### src/rtl/mux_pkg.sv
// Shared types, constant helpers and macros for the N:1 select mux and its
// skid-buffered output stage.
`ifndef MUX_PKG_SV
`define MUX_PKG_SV

`define MUX_CH(bus, k, w) bus[(k)*(w) +: (w)]

// Elaboration-time guard: the select port must be able to address every channel.
`define MUX_CHECK_SELW(n, selw) \
  if ((selw) < mux_pkg::clog2(n)) begin : g_selw_check \
    $error("mux_n_pipe: SELW too narrow for N channels"); \
  end

package mux_pkg;

  typedef enum logic [1:0] {
    ST_EMPTY = 2'd0,
    ST_ONE   = 2'd1,
    ST_FULL  = 2'd2
  } skid_state_t;

  function automatic int clog2(input int value);
    int result;
    result = 0;
    while ((1 << result) < value) result = result + 1;
    return result;
  endfunction

endpackage

`endif

### src/rtl/mux_skid_buf.sv
// Two-register (MAIN + SKID) valid/ready stage. in_ready is decoded from the
// state register alone, so it never combinationally depends on out_ready.
module mux_skid_buf
  import mux_pkg::*;
#(
  parameter int PW = 34
) (
  input  logic          clk,
  input  logic          rst,
  input  logic          in_valid,
  output logic          in_ready,
  input  logic [PW-1:0] in_payload,
  output logic          out_valid,
  input  logic          out_ready,
  output logic [PW-1:0] out_payload
);

  skid_state_t state, state_next;
  logic [PW-1:0] main_q, skid_q;
  logic load_main, load_skid, move_skid;
  logic accept, emit;

  assign in_ready    = (state != ST_FULL);
  assign out_valid   = (state != ST_EMPTY);
  assign out_payload = main_q;
  assign accept      = in_valid & in_ready;
  assign emit        = out_valid & out_ready;

  always_ff @(posedge clk or posedge rst) begin
    if (rst) state <= ST_EMPTY;
    else     state <= state_next;
  end

  always_comb begin
    state_next = state;
    load_main  = 1'b0;
    load_skid  = 1'b0;
    move_skid  = 1'b0;
    case (state)
      ST_EMPTY: begin
        if (accept) begin
          load_main  = 1'b1;
          state_next = ST_ONE;
        end
      end
      ST_ONE: begin
        if (accept && emit) begin
          load_main = 1'b1;
        end else if (accept) begin
          load_skid  = 1'b1;
          state_next = ST_FULL;
        end else if (emit) begin
          state_next = ST_EMPTY;
        end
      end
      ST_FULL: begin
        if (emit) begin
          move_skid  = 1'b1;
          state_next = ST_ONE;
        end
      end
      default: state_next = ST_EMPTY;
    endcase
  end

  // MAIN only changes on a load or a skid move, so it holds while stalled.
  always_ff @(posedge clk or posedge rst) begin
    if (rst) begin
      main_q <= '0;
      skid_q <= '0;
    end else begin
      if (load_main)      main_q <= in_payload;
      else if (move_skid) main_q <= skid_q;
      if (load_skid)      skid_q <= in_payload;
    end
  end

endmodule

### src/rtl/mux_n_pipe.sv
// Parametrised N:1 word selector with ERR_VAL substitution for out-of-range
// selects, a sticky select-error flag and an optional skid-buffered stage.
module mux_n_pipe
  import mux_pkg::*;
#(
  parameter int               WIDTH   = 32,
  parameter int               N       = 4,
  parameter int               SELW    = 2,
  parameter int               PIPE    = 1,
  parameter logic [WIDTH-1:0] ERR_VAL = '0
) (
  input  logic                 clk,
  input  logic                 rst,
  input  logic                 in_valid,
  output logic                 in_ready,
  input  logic [SELW-1:0]      in_sel,
  input  logic [N*WIDTH-1:0]   in_data,
  output logic                 out_valid,
  input  logic                 out_ready,
  output logic [WIDTH-1:0]     out_data,
  output logic [SELW-1:0]      out_sel,
  output logic                 sel_err,
  input  logic                 clr_err
);

  `MUX_CHECK_SELW(N, SELW)

  logic [WIDTH-1:0] mux_word;
  logic             sel_ok;
  logic             accept;

  always_comb begin
    mux_word = ERR_VAL;
    sel_ok   = 1'b0;
    for (int k = 0; k < N; k++) begin
      if (in_sel == SELW'(k)) begin
        mux_word = `MUX_CH(in_data, k, WIDTH);
        sel_ok   = 1'b1;
      end
    end
  end

  assign accept = in_valid & in_ready;

  // A bad-select accept in the same cycle as clr_err must leave the flag set.
  always_ff @(posedge clk or posedge rst) begin
    if (rst)                   sel_err <= 1'b0;
    else if (accept && !sel_ok) sel_err <= 1'b1;
    else if (clr_err)          sel_err <= 1'b0;
  end

  generate
    if (PIPE != 0) begin : g_pipe
      logic [WIDTH+SELW-1:0] stage_out;

      mux_skid_buf #(
        .PW(WIDTH + SELW)
      ) u_skid (
        .clk         (clk),
        .rst         (rst),
        .in_valid    (in_valid),
        .in_ready    (in_ready),
        .in_payload  ({mux_word, in_sel}),
        .out_valid   (out_valid),
        .out_ready   (out_ready),
        .out_payload (stage_out)
      );

      assign out_data = stage_out[WIDTH+SELW-1:SELW];
      assign out_sel  = stage_out[SELW-1:0];
    end else begin : g_comb
      assign out_valid = in_valid;
      assign in_ready  = out_ready;
      assign out_data  = mux_word;
      assign out_sel   = in_sel;
    end
  endgenerate

endmodule

### config.mk
export PLATFORM = sky130hd
export DESIGN_NAME = mux_n_pipe
export DESIGN_NICKNAME = d
export VERILOG_FILES = /design/src/rtl/mux_pkg.sv /design/src/rtl/mux_skid_buf.sv /design/src/rtl/mux_n_pipe.sv
export SDC_FILE = /design/constraint.sdc
export NUM_CORES = 1
export LEC_CHECK = 0
export ABC_AREA = 1
export BUFFER_PORTS_ARGS = -buffer_cell sky130_fd_sc_hd__buf_2
export CAP_MARGIN = 10
export CORE_UTILIZATION = 45
export CTS_BUF_LIST = sky130_fd_sc_hd__clkbuf_4 sky130_fd_sc_hd__clkbuf_8
export DETAILED_ROUTE_END_ITERATION = 6
export PLACE_DENSITY_LB_ADDON = 0.05
export RECOVER_POWER = 25
export SETUP_SLACK_MARGIN = 0.05
export SLEW_MARGIN = 20
export SYNTH_ARGS = -nofsm -noshare
export SYNTH_HDL_FRONTEND = slang
export SYNTH_SLANG_ARGS = --single-unit
### constraint.sdc
create_clock -name clk -period 5.9 [get_ports clk]
set_clock_uncertainty 0.05 [all_clocks]
set_input_delay 0.59 -clock clk [delete_from_list [all_inputs] [get_ports clk]]
set_output_delay 0.59 -clock clk [all_outputs]
set_load 0.005 [all_outputs]
==> summary.txt, run 1 <==
Floorplan
  – Die area: between 9000 and 10,000 sq um
  – Die width: 96.5 microns
  – Starting Density: 0.463
  – I/O pins: 172
  – Chip height: 96.5 microns
  – Row count: 34
  – Core ar.: 8680 sq um

Global routing
  – Initial antenna violation count: 0
  – Met2 Use GR: 0.434
  – Grt met3 use: 0.0438
  – Global Route Usage Sum: 0.263
  – Grt ovf: 0
  – First-pass GRT wire length: around 19,000 microns
  – Largest net degree at the start of global routing: between 70 and 80
  – GR Layer Usage met1: 0.353
  – Vias in the first global route: 3,851
  – Gr busiest metal: met2

Finish
  – Most frequent cells in the layout: nand2_1, buf_2, nand3_1
  – NumNets Final: 860
  – Layout Cell Area excl Fill: 5140 sq um
  – ANT cells: 0
  – Area Growth Syn to Fin: 27.9%
  – FILL cells: 873
  – Commonest non-fill, non-tap cell in the layout: nand2_1
  – Layout cells sized above 1: 0.282
  – Non-filler cells in the finished layout: ~840

Pwr
  – Leakage power: around 0.0027 uW
  – Pwr Density: 324 nW/um^2
  – Register share of total power: 0.429
  – Int Power: 1150 uW
  – Clock share of power: 0.309
  – Comb power frac: 0.262
  – Switching pwr: 517 uW
  – Final Power: ~1700 uW
  – Peak supply drop: 0.125 mV
  – Sw frac: 0.311

Route
  – Post-route DRC: 0
  – WL/cell: between 10 and 15 microns
  – Routed Wire Length: ~12,000 microns
  – Antenna Nets Post-Route: 0
  – Vias/cell: 5.07
  – DRT Pass-1 Iters: 4
  – Via Count: 4,248
  – Drt initial violations: just under 200

Worst setup path
  – Crit-path max cell delay: 0.66 ns
  – Cell Chain, Critical Path: buf_2 > nand2_2 > or2_2 > nand2_1 > nand2_1 > nand2_1 > nand2_1
  – CP endpoint kind: flip-flop
  – Critical Path RT: 6.08 ns
  – RR Startpoint: g_pipe.u_skid.state[1]
  – Most used cell, CP: nand2_1
  – Top delay family on crit path: simple AND/OR/NAND/NOR gates
  – Startpoint Class: primary input
  – CP max FO: 46
  – FF-to-FF setup slack: approximately 3.6 ns
  – CP bufs+invs: 1
  – FF-to-FF path depth: 6
  – Crit Path Class: primary input to flip-flop
  – Worst EP arrival: 2.55 ns
  – Slowest cell on the critical path: buf_2
  – Crit Reg-Reg Endpoint: g_pipe.u_skid.out_payload[29]

STA
  – Final period utilization: 0.402
  – # setup viols final: 0
  – Setup TNS Final: 0 ns
  – Pins Over Slew Limit: 0
  – Max Freq: 0.422 GHz
  – Relative slew slack: 0.397
  – Crit path time final: 2.37 ns
  – Slew at the pin closest to its max-slew limit: roughly 0.90 ns
  – Hold violation count in the final report: 0
  – RSZ-0062 raised after global routing: no

Yosys
  – Post-Synthesis Cells: 575
  – Synthesized Nets: 710
  – Largest family of logic cells by synthesized area: simple AND/OR/NAND/NOR gates
  – Post-synth cell types: 23
  – Synth area leader: dfrtp_1
  – Adder-cell share of the synthesized area: 0
  – Post-synthesis compound-gate area fraction: 0.107
  – Top cells by area, synth: dfrtp_1, nand2_1, nand3_1
  – Sequential fraction of the synthesis area: 0.442
  – Post-Synth Simple-Gate Area: 0.379
  – Syn Area/Cell: 6.99 sq um
  – Synth Area in XOR/XNOR: 0
  – Cell Area, Synth: 4020 sq um
  – Top-area cell type share of the netlist area: 0.442
  – Yosys reg bits: 71
  – Proportion of synthesized area in mux cells: 0
  – Yosys Warn Count: 0

CTS
  – TritonCTS Buffers: 9
  – Hold Buf Count CTS: 0
  – Post-CTS sizing: 0
  – CTS clk-pin slew, worst paths: 0.08 ns
  – Clock Latency Late Sink: about 0.35 ns
  – Root buffer cell: clkbuf_8
  – CTS tree: done
  – Post-CTS setup buffer count: 0
  – CTS H-tree depth: 3
  – Clock sinks: slightly above 70
  – Longest Clk Path Bufs: 2

Placement
  – Area after DPL: 4870 sq um
  – Post-DP HPWL: 7890 microns
  – Port-buffer cells: between 150 and 200
  – Final GP Congestion: 0.832
  – Placed cell count: 822

Worst hold path
  – End of the worst hold path: sel_err
  – Hold wc startpoint: clr_err
  – Hold Path Stages: 2
  – Hold Path Class: primary input to flip-flop

Run status
  – Status: complete, no violations

Flow run
  – Max_cap viols: 0
-- cells in the mapped netlist, drive strengths merged --
master	n
nand2	207
nand3	83
o21ai	73
dfrtp	71
inv	34
or2	32
nor2	27
buf	17
clkbuf	17
a21oi	11
clkinv	2
o31ai	1
-- power by group through the flow --
stage,Clock (uW),Sequential (uW),Combinational [uW]
after floorplan,0,713,263
after global placement,0,717,428
after detailed placement,0,721,439
after CTS,523,713,441
after global routing,542,733,509
final,515,714,436
-- worst max path at each step --
stage | start | end | slack, ns | cells past startpoint
floorplan | rst | g_pipe.u_skid.out_payload[0] | 3.46 | 1
global placement | in_sel[0] | g_pipe.u_skid.out_payload[10] | 3.24 | 7
detailed placement | in_sel[0] | g_pipe.u_skid.out_payload[10] | 3.19 | 7
CTS | in_sel[0] | g_pipe.u_skid.out_payload[33] | 3.55 | 7
global route | in_sel[0] | g_pipe.u_skid.out_payload[15] | 3.34 | 7
finish | in_sel[0] | g_pipe.u_skid.out_payload[33] | 3.53 | 7
-- metrics by stage --
stage	hold WS (ns)	utilization	worst slack, ns
2_1_floorplan	0.398	-	3.46
3_3_place_gp	0.410	0.561	3.24
3_5_place_dp	0.410	0.561	3.19
4_1_cts	0.324	0.592	3.55
5_1_grt	0.344	0.592	3.34
6_report	0.332	0.592	3.53
-- layout make-up --
type / count / area [sq um] / area share
Timing Repair Buffer: 173 / 870 / 0.169
Inverter: 36 / 136 / 0.0265
Tap cell: 108 / 135 / 0.0263
Multi-Input combinational cell: 434 / 1960 / 0.381
Sequential cell: 71 / 1780 / 0.346
Clock inverter: 6 / 133 / 0.0258
Clock buffer: 10 / 131 / 0.0256
-- state kept, by name (all words and copies together), names as in the netlist --
name                       count
g_pipe.u_skid.out_payload     34
g_pipe.u_skid.skid_q          34
g_pipe.u_skid.state            2
sel_err                        1
-- cells by family (layout without fill, tap and decap cells) --
family / count (synthesis) / in the layout
and+or+nand+nor: 349 / 349
buffers and inverters: 70 / 225
DFF: 71 / 71
AOI/OAI and AO/OA: 85 / 85
-- layer usage --
layer	wire, microns	up-vias
met5	0	-
met4	176	0
met3	587	15
met2	5720	119
met1	5220	1971
li1	-	2143
Power figures use the tool's default switching activity.
==> run 2: changes to the inputs <==
ABC_AREA = 0   (was 1)
clock period = 2.1 ns   (was 5.9 ns; I/O delays follow)
==> summary.txt, run 2 <==
Finish
  – Area Growth Syn to Fin: 29.5%
  – NumNets Final: 548
  – Commonest non-fill, non-tap cell in the layout: buf_2
  – Layout cells sized above 1: 0.766
  – ANT cells: 0
  – Most frequent cells in the layout: buf_2, mux2_2, dfrtp_1
  – Non-filler cells in the finished layout: around 530

Route
  – Post-route DRC: 0
  – Vias/cell: 5.25
  – Drt initial violations: between 40 and 50
  – DRT Pass-1 Iters: 6
  – Routed Wire Length: ~8300 microns
  – Antenna Nets Post-Route: 0
  – Via Count: 2,761
  – WL/cell: ~16 microns

STA
  – Slew at the pin closest to its max-slew limit: 0.886 ns
  – RSZ-0062 raised after global routing: no
  – Crit path time final: 1.74 ns
  – Final period utilization: 0.829
  – Max Freq: 0.574 GHz
  – Pins Over Slew Limit: 0
  – Setup TNS Final: 0 ns
  – # setup viols final: 0
  – Hold violation count in the final report: 0
  – Relative slew slack: 0.409

CTS
  – Root buffer cell: clkbuf_8
  – Clock Latency Late Sink: 0.33 ns
  – CTS tree: done
  – Post-CTS setup buffer count: 0
  – CTS H-tree depth: 3
  – Clock sinks: 71
  – Longest Clk Path Bufs: 2
  – TritonCTS Buffers: 9
  – CTS clk-pin slew, worst paths: 0.07 ns

Floorplan
  – Die width: 96.4 microns
  – Die area: 9300 sq um
  – I/O pins: 172
  – Chip height: just under 100 microns
  – Starting Density: 0.463
  – Core ar.: 8680 sq um
  – Row count: 34

Placement
  – Port-buffer cells: between 150 and 200
  – Final GP Congestion: 0.744
  – Placed cell count: 508
  – Post-DP HPWL: approximately 6300 microns

Flow run
  – Max_cap viols: 0

Yosys
  – Post-Synthesis Cells: between 200 and 250
  – Most common cell in the synthesized netlist: mux2_2
  – Post-synth cell types: 22
  – Asr flop ratio synth: 1.00
  – Synth area leader: dfrtp_1
  – Synthesized Nets: 372
  – Yosys reg bits: 71
  – Synth top cells by count: mux2_2, dfrtp_1, mux4_1, mux4_2, mux2_4
  – Top cells by area, synth: dfrtp_1, mux2_2, mux4_1
  – Post-synth EDFFs: 0
  – Dominant synthesized flop cell: dfrtp_1
  – Sequential fraction of the synthesis area: 0.443
  – Cell Area, Synth: 4010 sq um
  – Yosys Warn Count: 0
  – Syn Area/Cell: about 17 sq um
  – Top-area cell type share of the netlist area: 0.443

Global routing
  – Initial antenna violation count: 0
  – First-pass GRT wire length: 12,700 microns
  – Largest net degree at the start of global routing: 37
  – Vias in the first global route: 2,688
  – Grt ovf: 0
  – Global Route Usage Sum: 0.184

Worst setup path
  – CP endpoint kind: flip-flop
  – Critical Path RT: 2.27 ns
  – Startpoint Class: flip-flop
  – Crit Path Class: flip-flop to flip-flop
  – Worst EP arrival: 1.91 ns
  – CP max FO: 17

Pwr
  – Pwr Density: about 950 nW/um^2
  – Leakage power: 0.00247 uW
  – Peak supply drop: 0.397 mV

Run status
  – Status: complete, no violations

Worst hold path
  – Hold Path Class: primary input to flip-flop
-- run 2: changes by cell type after synthesis, moves of 25 or more --
cell	before	now
nand2_1	205	1
mux2_2	0	94
nand3_1	82	0
o21ai_0	46	0
inv_1	29	2
o21ai_1	27	0
nor2_1	25	0
-- run 2: worst max-delay path, cell delays in order (launching register included) --
cell and delay (ns):
dfrtp_1 0.45, nor2b_2 0.24, nor3b_4 0.22, buf_4 0.29
mux2_2 0.36
-- run 2: cell type report --
class	count	area, sq um
clock inverter	6	83.8
sequential	71	1780
clock buffer	10	138
fill	761	3480
multi-input combinational	146	2070
inverter	2	11.3
tap	108	135
timing repair buffer	183	982
-- run 2: logic make-up after synthesis --
logic type             share of synthesized area
AO/OA/AOI/OAI                            0.00811
buffers and inverters                     0.0433
flip-flops                                 0.443
multiplexers                               0.488
AND/OR/NAND/NOR                           0.0178
-- run 2: final timing paths --
kind,startpoint,end,slack (ns),cells after the start
max,g_pipe.u_skid.state[1],g_pipe.u_skid.skid_q[4],0.36,4
min,out_ready,g_pipe.u_skid.state[1],0.18,2
max reg2reg,g_pipe.u_skid.state[1],g_pipe.u_skid.skid_q[4],0.36,4
min reg2reg,g_pipe.u_skid.skid_q[25],g_pipe.u_skid.skid_q[25],0.45,1
max in group asynchronous,rst,g_pipe.u_skid.skid_q[0],0.77,4
min in group asynchronous,rst,g_pipe.u_skid.out_payload[22],0.66,4
-- run 2: routing by layer --
metal | GRT usage | vias to the layer above | wire length, microns
met3 | 0.0321 | 9 | 555
met5 | 0 | - | 0
li1 | - | 1287 | -
met2 | 0.322 | 109 | 4210
met4 | 0.0662 | 0 | 105
met1 | 0.230 | 1356 | 3430
-- run 2: through the flow --
| stage | hold WS, ns | util | instance area, sq um | power [uW] | setup slack [ns] |
|---|---|---|---|---|---|
| global route | 0.180 | 0.599 | 5200 | 5230 | 0.265 |
| detailed placement | 0.323 | 0.572 | 4960 | 3790 | 0.353 |
| finish | 0.180 | 0.599 | 5200 | 4910 | 0.359 |
| global placement | 0.310 | 0.572 | 4960 | 3710 | 0.405 |
| CTS | 0.167 | 0.600 | 5200 | 5000 | 0.344 |
| floorplan | 0.226 | - | 4020 | 3210 | 0.425 |
-- run 2: report_power, final --
part           switching (uW)  internal [uW]  total, uW
registers                 260           1910       2170
logic                     524           1030       1550
clock network             496            697       1190
total                    1280           3630       4910
-- run 2: timing repair --
action,CTS,global route
resized for setup,0,0
hold endpoints to repair,72,0
hold buffers,2,0
